`config.mk`:
```
export PLATFORM = sky130hd
export DESIGN_NAME = instr_fetch
export DESIGN_NICKNAME = d
export VERILOG_FILES = /design/src/rtl/instr_fetch.sv
export SDC_FILE = /design/constraint.sdc
export NUM_CORES = 1
export LEC_CHECK = 0
export CORE_UTILIZATION = 25
export CTS_CLUSTER_SIZE = 8
export DETAILED_ROUTE_END_ITERATION = 6
export PLACE_DENSITY = 0.48
export SYNTH_ARGS = -nofsm -noshare
export SYNTH_HDL_FRONTEND = slang
export SYNTH_SLANG_ARGS = --single-unit
```
`constraint.sdc`:
```
create_clock -name clk -period 2.9 [get_ports clk]
set_clock_uncertainty 0.1 [all_clocks]
set_input_delay 0.58 -clock clk [delete_from_list [all_inputs] [get_ports clk]]
set_output_delay 0.58 -clock clk [all_outputs]
set_load 0.01 [all_outputs]
```
`src/rtl/instr_fetch.sv`:
```
// rtl/instr_fetch.sv - instruction fetch stage: PC, imem address, IF/ID register
module instr_fetch #(
  parameter logic [31:0] RESET_PC  = 32'h0000_0000,
  parameter int unsigned PC_STEP   = 4,
  parameter logic [31:0] NOP_INSTR = 32'h0000_0000
) (
  input  logic        clk,
  input  logic        reset,
  input  logic        fetch_en_i,
  input  logic        stall_if_i,
  input  logic        redirect_en_i,
  input  logic [31:0] redirect_pc_i,
  input  logic [31:0] read_instr_imem_ram_i,
  output logic [31:0] addr_imem_ram_o,
  output logic [31:0] pc_if_o,
  output logic [31:0] instr_if_o,
  output logic        valid_if_o,
  output logic        misalign_o,
  output logic [31:0] fetch_count_o
);

  localparam logic [31:0] STEP = 32'(PC_STEP);

  logic [31:0] pc_q;

  // imem reads combinationally, so the word at pc_q is captured this same cycle
  assign addr_imem_ram_o = pc_q;

  always_ff @(posedge clk) begin
    if (reset) begin
      pc_q          <= RESET_PC;
      pc_if_o       <= 32'h0000_0000;
      instr_if_o    <= NOP_INSTR;
      valid_if_o    <= 1'b0;
      misalign_o    <= 1'b0;
      fetch_count_o <= 32'h0000_0000;
    end else if (redirect_en_i) begin
      // Flush wins over stall: the stalled consumer simply sees a bubble
      pc_q       <= {redirect_pc_i[31:2], 2'b00};
      instr_if_o <= NOP_INSTR;
      valid_if_o <= 1'b0;
      misalign_o <= |redirect_pc_i[1:0];
    end else begin
      misalign_o <= 1'b0;
      if (!stall_if_i) begin
        if (!fetch_en_i) begin
          instr_if_o <= NOP_INSTR;
          valid_if_o <= 1'b0;
        end else begin
          pc_if_o       <= pc_q;
          instr_if_o    <= read_instr_imem_ram_i;
          valid_if_o    <= 1'b1;
          pc_q          <= pc_q + STEP;
          fetch_count_o <= fetch_count_o + 32'd1;
        end
      end
    end
  end

endmodule

```
==> results of run 1 <==
## synthesized netlist by cell type
cell type	instances
dfxtp_1	126
nor2_1	97
nand2_1	93
xor2_1	44
a21oi_1	42
clkbuf_1	34
a22oi_1	33
nand4_1	24
nand3_1	19
a211oi_1	16
and3_1	14
xnor2_1	11
and4_1	9
buf_4	5
inv_1	4
mux2i_1	4
and2_1	3
buf_2	3
or2_2	3
buf_1	2
ha_1	2
nand4b_1	2
nor3_1	2
nor4_4	2
or3_1	2
a221oi_1	1
a31oi_1	1
a41oi_1	1
conb_1	1
nand2b_1	1
nand3_4	1
nand3b_1	1
nor2b_1	1
nor4_1	1
nor4_2	1
nor4b_4	1
o21ai_0	1
o22ai_1	1
o311ai_0	1
or3b_1	1
or4_1	1
or4b_1	1
## routing by layer
layer	GRT usage, %	vias up	part of all wire, %
met1	19.2	2373	46
li1	-	2490	-
met3	6.24	9	6.9
met2	25.5	134	46
met4	4.18	2	0.87
met5	0	-	0.078
## worst max-delay path: cells and delay by family
kind,cells,cell delay (ns)
AO/OA/AOI/OAI,1,0.06
buffers and inverters,2,0.81
AND/OR/NAND/NOR,4,1.10
## flip-flops by register name (all words and copies together) (netlist names)
name / flops
pc_if_o: 30
valid_if_o: 1
fetch_count_o: 32
addr_imem_ram_o: 30
misalign_o: 1
instr_if_o: 32
## through the flow
step | total power [uW] | instances | cell area, um2
after floorplan | 2020 | 616 | 5260
after global placement | 2260 | 1058 | 7540
after detailed placement | 2270 | 1058 | 7540
after CTS | 4690 | 1090 | 8210
after global routing | 4810 | 1090 | 8210
final | 4620 | 1090 | 8210
## logic make-up (layout without fill, tap and decap cells)
logic type / after synthesis / after routing / synth area share [%]
xor gates and xnor gates: 55 / 55 / 9.18
buffers and inverters: 48 / 252 / 3.86
DFF: 126 / 126 / 48.1
adders and majority gates: 2 / 2 / 0.477
other: 1 / 4 / 0.0714
AOI/OAI and AO/OA: 97 / 97 / 11.8
and+or+nand+nor: 280 / 280 / 25.7
muxes: 4 / 4 / 0.763
## layout make-up
| class | count | area, um2 | share of cell area [%] |
|---|---|---|---|
| clock inverters | 13 | 210 | 2.56 |
| repair buffers | 216 | 2130 | 25.9 |
| multi-input cells | 442 | 2540 | 30.9 |
| flip-flops and latches | 126 | 2520 | 30.7 |
| clock buffers | 19 | 453 | 5.52 |
| well taps | 270 | 338 | 4.12 |
| inverters | 4 | 15.0 | 0.183 |
## worst max path at each step
stage / start / end / slack (ns) / cells past startpoint
detailed placement: fetch_en_i / fetch_count_o[31]$_SDFFE_PP0P_ / 0.09 / 6
global route: fetch_en_i / fetch_count_o[31]$_SDFFE_PP0P_ / 0.37 / 6
global placement: fetch_en_i / fetch_count_o[31]$_SDFFE_PP0P_ / 0.13 / 6
floorplan: stall_if_i / fetch_count_o[23]$_SDFFE_PP0P_ / 0.66 / 8
CTS: fetch_en_i / fetch_count_o[31]$_SDFFE_PP0P_ / 0.53 / 6
finish: fetch_en_i / addr_imem_ram_o[21]$_SDFFE_PP0P_ / 0.52 / 7
## power groups by stage
stage	sequential, uW	combinational, uW	clock [uW]
6_report	1830	396	2390
5_1_grt	1840	429	2550
4_1_cts	1830	401	2460
3_5_place_dp	1870	400	0
3_3_place_gp	1870	395	0
2_1_floorplan	1880	145	0
==> flow_summary.ini, run 1 <==
[run_status]
status = complete, no violations

[place]
port_buffers = 194
pre_cts_ws_ns = 0.0860
gp_congestion = 0.776
dp_hpwl_mm = 11.8

[clocking]
ctsResizeCount = 0
clk_latency_ns = 0.42
cts_sinks = 126
cts_made_buffers = 17
cts_setup_buffers = 0
cts_max_path_buffers = 2
cts_tree = yes
cts.clk_slew.worst_paths_ns = 0.06
postCtsHoldBufs = 0
cts-htree-levels = 4
clockRootBuffer = clkbuf_16

[yosys]
syn_avg_cell_area_um2 = 8.56
ys_seq_elements = 126
yosysTopAreaCell = dfxtp_1
synth_top_area_share_pct = 48.1
yosysWarnings = 0
syn_area_mm2 = 0.00525
synthCells = 613
yosysSeqAreaShare_pct = 48.1
synth.area.top_cells = dfxtp_1 48%, xor2_1 7.3%, nor2_1 6.9%, nand2_1 6.7%, a22oi_1 4.7%
synth_cell_types = 42

[route]
drt_iter0_drc = 199
dr.pass1.iters = 4
drcViolationCount = 0
route.vias.total = 5008
avgViaCountPerCell = 4.59
wl_per_cell_um = 15.2
ant_nets = 0
routed_wl_mm = 16.6

[sta]
finalMaxSlewViolations = 0
finalCriticalPeriod_ns = 2.38
hold_violations = 0
max_slew_margin_pct = 55.9
setup_violations = 0
fmax_ghz = 0.421
post-route-period-util_pct = 81.9
hold_slack_ns = 0.354
setup_tns_ns = 0
worstMarginPinSlew_ns = 0.661
rsz0062_at_grt = false
setup_ws_ns = 0.524

[power_and_ir_drop]
seqPwrFrac_pct = 39.7
cellLeakagePower_uw = 0.00296
clock_power_share_pct = 51.8
combPwrFrac_pct = 8.6
max-vdd-ir-drop_uv = 388
p_per_area_mw_per_mm2 = 563
sw_frac_of_total_pct = 22.7
intPower_uw = 3570
switching_power_uw = 1050

[grt]
antenna_found_initial = 1
grt_pass1_wl_mm = 26.5
grt_max_degree = 43
grt_pass1_vias = 4952
grt.overflow.total = 0
track_usage_pct = 15.7

[cells_and_area]
final_util_pct = 40.2
mostFrequentLayoutCell = clkdlybuf4s50_1
diodes = 0
final_nets = 878
final_layout_size_suffix_gt1_share_pct = 8.05
layout_common_cells = 193 x clkdlybuf4s50_1, 126 x dfxtp_1, 96 x nor2_1
area.growth.synth_to_final_pct = 56.4
n_fill_cell = 2048

[setup_path]
cp_slowest_cell = or3b_2
rr_worst_depth = 5
rrSetupSlack_ns = 0.67
required_ns = 3.08
r2r_start = addr_imem_ram_o[6]$_SDFFE_PP0P_
r2r_end = addr_imem_ram_o[31]$_SDFFE_PP0P_
worstPathArrival_ns = 2.55
critical_path_class = in2reg
slowest_delay_ns = 0.59
cp_cell_sequence = clkdlybuf4s50_1 > or3b_2 > buf_4 > nor2_1 > and4_1 > or3_1 > a21oi_1
critPathLaunchType = input pin
critPathMaxFanout = 31
crit_path_end_kind = flop

[die]
rows = 52
die_y_um = 147
io_pins = 199
fp.dieArea_mm2 = 0.0216
core_area_mm2 = 0.0204
initial_core_util_pct = 25.7
die_w_um = 147

[hold_path]
hold_class = reg2reg
min_path_cells = 2
hold_end = pc_if_o[12]$_SDFFE_PP0P_
hold_path_startpoint = pc_if_o[12]$_SDFFE_PP0P_

[flow_run]
maxCapViolations = 0
Power figures use the tool's default switching activity.
==> run 2, diff against run 1 <==
Settings changed: PLACE_DENSITY 0.48 to 0.5.
Clock period 2.9 ns to 2 ns, I/O delays scaled along.
==> flow_summary.ini, run 2 (same netlist as run 1, synthesis figures left out) <==
[grt]
track_usage_pct = 16.4
antenna_found_initial = 0
grt_max_degree = 94
grt.overflow.total = 0
grt_pass1_vias = 5007
grt_pass1_wl_mm = 27.5

[clocking]
clockRootBuffer = clkbuf_16
cts_tree = yes
clk_latency_ns = 0.41
cts-htree-levels = 4
postCtsHoldBufs = 0
cts_made_buffers = 17
cts_max_path_buffers = 2
cts_sinks = 126
cts.clk_slew.worst_paths_ns = 0.06

[cells_and_area]
area.growth.synth_to_final_pct = 64.3
mostFrequentLayoutCell = clkdlybuf4s50_1
layout_common_cells = 185 x clkdlybuf4s50_1, 121 x dfxtp_1, 95 x nor2_1
diodes = 0
finalInstanceArea_mm2 = 0.00862
largestRegisters = fetch_count_o x32, instr_if_o x32
final_nets = 930
final_layout_size_suffix_gt1_share_pct = 14.3
instances_no_fill = 1139

[power_and_ir_drop]
seqPwrFrac_pct = 40.7
combPwrFrac_pct = 10.6
intPower_uw = 4990
cellLeakagePower_uw = 0.00332
clock_power_share_pct = 48.6
sw_frac_of_total_pct = 22.5
power.total_uw = 6440
switching_power_uw = 1450
p_per_area_mw_per_mm2 = 747
max-vdd-ir-drop_uv = 568

[place]
postPlaceCellArea_mm2 = 0.00796
dp_hpwl_mm = 12.2
port_buffers = 194
gp_congestion = 0.747
dp_cells = 1109

[route]
drcViolationCount = 0
dr.pass1.iters = 4
avgViaCountPerCell = 4.44
route.vias.total = 5055
routed_wl_mm = 17.1
drt_iter0_drc = 204
wl_per_cell_um = 15.0
ant_nets = 0

[die]
die_y_um = 147
rows = 52
die_w_um = 147
core_area_mm2 = 0.0204
io_pins = 199
initial_core_util_pct = 25.7
fp.dieArea_mm2 = 0.0216

[setup_path]
cp_cell_sequence = buf_4 > clkdlybuf4s50_1
worstPathArrival_ns = 1.45
required_ns = 1.50
worst_path_dominant_cell_family = buffers and inverters
crit_path_end_kind = output port
cp_slowest_cell = clkdlybuf4s50_1
critical_path_class = reg2out
critPathMaxFanout = 5
critPathLaunchType = flop
slowest_delay_ns = 0.54
worst-path-buf-inv = 2

[sta]
finalMaxSlewViolations = 0
rsz0062_at_grt = false
fmax_ghz = 0.513
hold_violations = 0
finalCriticalPeriod_ns = 1.95
setup_violations = 0
post-route-period-util_pct = 97.4

[flow_run]
maxCapViolations = 0

[hold_path]
hold_class = in2reg

[run_status]
status = complete, no violations
run 2: changes by cell type in the layout (fill, tap and decap cells not counted), moves of 3 or more:
| cell | change |
|---|---|
| buf_4 | +49 |
| clkdlybuf4s50_1 | -8 |
| dlymetal6s2s_1 | +8 |
| dfxtp_1 | -5 |
| dfxtp_2 | +5 |
| clkbuf_1 | +3 |
run 2: timing repair:
item	in CTS	in global routing
buffers inserted	0	0
resized for setup	4	18
hold endpoints to repair	0	0
pin swaps	0	7
gates cloned	0	1
setup endpoints to repair	31	34
run 2: power by group through the flow:
stage / Sequential [uW] / Clock, uW / Combinational [uW]
after floorplan: 2720 / 0 / 211
after global placement: 2670 / 0 / 689
after detailed placement: 2670 / 0 / 689
after CTS: 2620 / 3250 / 693
after global routing: 2630 / 3360 / 747
final: 2620 / 3130 / 685
run 2: metal layers:
metal | global-route usage (%) | vias to the layer above | part of all wire (%)
li1 | - | 2584 | -
met1 | 22.0 | 2312 | 48
met2 | 24.2 | 148 | 43
met3 | 5.99 | 11 | 7.7
met4 | 5.41 | 0 | 1.2
met5 | 0 | - | 0
run 2: path summary, 6_finish.rpt:
| check | start | to | slack (ns) | cells after the start |
|---|---|---|---|---|
| worst max-delay path | addr_imem_ram_o[5]$_SDFFE_PP0P_ | addr_imem_ram_o[5] | 0.05 | 2 |
| worst min-delay path | reset | valid_if_o$_SDFFE_PP0N_ | 0.28 | 3 |
| worst max register to register | addr_imem_ram_o[6]$_SDFFE_PP0P_ | addr_imem_ram_o[31]$_SDFFE_PP0P_ | 0.13 | 5 |
| worst min register to register | pc_if_o[9]$_SDFFE_PP0P_ | pc_if_o[9]$_SDFFE_PP0P_ | 0.35 | 2 |
run 2: metrics by stage:
step / hold slack [ns] / util, % / setup slack (ns) / TNS (ns)
3_5_place_dp: 0.346 / 39.0 / -0.573 / -31.59
5_1_grt: 0.295 / 42.2 / 0.00204 / 0
6_report: 0.281 / 42.2 / 0.0524 / 0
4_1_cts: 0.257 / 41.9 / -0.000350 / -0.000350
2_1_floorplan: 0.381 / - / 0.00391 / 0
3_3_place_gp: 0.344 / 39.0 / -0.576 / -28.99
run 2: final cells by class:
type                            count  area [um2]
Clock buffer                       23         478
Clock inverter                      6         110
Fill cell                        2091       11800
Inverter                            4        15.0
Multi-Input combinational cell    442        2580
Sequential cell                   126        2530
Tap cell                          270         338
Timing Repair Buffer              268        2570
run 2: worst reg2reg max path: cells and delay by family, from the launching register on:
family	cells	cell delay (ns)
flip-flops	1	0.35
AND/OR/NAND/NOR	5	1.31
==> run 3, diff against run 2 <==
Settings changed: CORE_UTILIZATION 25 to 40, PLACE_DENSITY 0.5 to 0.75, SETUP_SLACK_MARGIN set to 0.05.
==> flow_summary.ini, run 3 (same netlist as run 1, synthesis figures left out) <==
[cells_and_area]
mostFrequentLayoutCell = clkdlybuf4s50_1
n_fill_cell = 1090
area.growth.synth_to_final_pct = 62.9
diodes = 0
final_nets = 923
final_util_pct = 67.2
layout_common_cells = 169 x clkdlybuf4s50_1, 111 x dfxtp_1, 94 x nor2_1
largestRegisters = fetch_count_o x32, instr_if_o x32
final_layout_size_suffix_gt1_share_pct = 15.3

[grt]
grt_max_degree = 51
track_usage_pct = 24.4
antenna_found_initial = 0
grt.overflow.total = 0
grt_pass1_wl_mm = 25.6
grt_pass1_vias = 5294

[setup_path]
critical_path_class = reg2out
worst-path-buf-inv = 2
required_ns = 1.50
critPathMaxFanout = 4
worst_path_dominant_cell_family = buffers and inverters
cp_slowest_cell = clkdlybuf4s50_1
worstPathArrival_ns = 1.41
crit_path_end_kind = output port
cp_cell_sequence = buf_4 > clkdlybuf4s50_1
slowest_delay_ns = 0.54
critPathLaunchType = flop

[route]
route.vias.total = 5287
drt_iter0_drc = 315
dr.pass1.iters = 4
routed_wl_mm = 16.0
wl_per_cell_um = 15.4
ant_nets = 0
avgViaCountPerCell = 5.10
drcViolationCount = 0

[die]
rows = 41
die_w_um = 117
io_pins = 199
core_area_mm2 = 0.0127
fp.dieArea_mm2 = 0.0136
die_y_um = 117
initial_core_util_pct = 41.3

[sta]
finalCriticalPeriod_ns = 1.91
post-route-period-util_pct = 95.4
rsz0062_at_grt = true
setup_violations = 0
setup_tns_ns = 0
worstMarginPinSlew_ns = 0.508
setup_ws_ns = 0.0922
hold_violations = 0
max_slew_margin_pct = 66.2
fmax_ghz = 0.524
finalMaxSlewViolations = 0

[clocking]
cts_made_buffers = 17
cts_sinks = 126
cts.clk_slew.worst_paths_ns = 0.06
clockRootBuffer = clkbuf_16
cts-htree-levels = 4
clk_latency_ns = 0.42
cts_max_path_buffers = 2
cts_tree = yes

[place]
dp_hpwl_mm = 11.7
gp_congestion = 0.838
pre_cts_ws_ns = -0.482
port_buffers = 194

[run_status]
status = complete, no violations

[power_and_ir_drop]
p_per_area_mw_per_mm2 = 797
max-vdd-ir-drop_uv = 579
cellLeakagePower_uw = 0.00346

[hold_path]
hold_class = in2reg

[flow_run]
maxCapViolations = 0
-- run 3: changes by cell type in the layout (fill, tap and decap cells not counted), sizes merged --
cell,delta
clkinv,+4
bufinv,+3
clkinvlp,-1
dlygate4sd2,+12
buf,-7
dlymetal6s2s,+4
clkdlybuf4s50,-16
clkbuf,-3
-- run 3: worst paths after layout --
| path | startpoint | endpoint | slack (ns) | depth (start not counted) |
|---|---|---|---|---|
| worst max-delay path | addr_imem_ram_o[22]$_SDFFE_PP0P_ | addr_imem_ram_o[22] | 0.09 | 2 |
| worst min-delay path | reset | addr_imem_ram_o[30]$_SDFFE_PP0P_ | 0.16 | 2 |
| worst max register to register | addr_imem_ram_o[2]$_SDFFE_PP0P_ | addr_imem_ram_o[12]$_SDFFE_PP0P_ | 0.10 | 5 |
| worst min register to register | pc_if_o[10]$_SDFFE_PP0P_ | pc_if_o[10]$_SDFFE_PP0P_ | 0.35 | 2 |
-- run 3: through the flow --
| stage | std cells | cell area [um2] | hold WS [ns] | power [uW] |
|---|---|---|---|---|
| after floorplan | 616 | 5290 | 0.381 | 2940 |
| after global placement | 1002 | 7790 | 0.342 | 3330 |
| after detailed placement | 1002 | 7790 | 0.349 | 3340 |
| after CTS | 1036 | 8480 | 0.138 | 6870 |
| after global routing | 1037 | 8550 | 0.155 | 7020 |
| final | 1037 | 8550 | 0.157 | 6810 |
-- run 3: worst register-to-register path, delay by kind of cell, from the launching register on --
family | cells | cell delay, ns
simple gates | 3 | 0.98
fa+ha+maj | 1 | 0.22
compound gates | 1 | 0.17
flops | 1 | 0.37
-- run 3: layer usage --
metal	vias up	share of wire [%]	global-route usage, %
met5	-	0	0
met4	0	2.9	12.3
met3	35	8.8	8.41
met2	201	48	41.2
met1	2469	41	27.4
li1	2582	-	-
-- run 3: area by class of cell --
cell class / instances / area [um2] / share of cell area, %
well taps: 172 / 215 / 2.52
multi-input cells: 442 / 2570 / 30.1
inverters: 4 / 15.0 / 0.176
repair buffers: 261 / 2520 / 29.5
flip-flops and latches: 126 / 2540 / 29.7
clock inverters: 12 / 213 / 2.49
clock buffers: 20 / 467 / 5.46
-- run 3: repair_timing --
item,CTS,global route
resized for setup,16,25
setup endpoints to repair,37,49
setup buffers,2,1
hold buffers,0,0
pin swaps,3,4
-- run 3: power breakdown --
group / switching (uW) / internal [uW] / total (uW)
sequential: 47.2 / 2580 / 2630
combinational: 299 / 357 / 656
clock: 1100 / 2420 / 3530
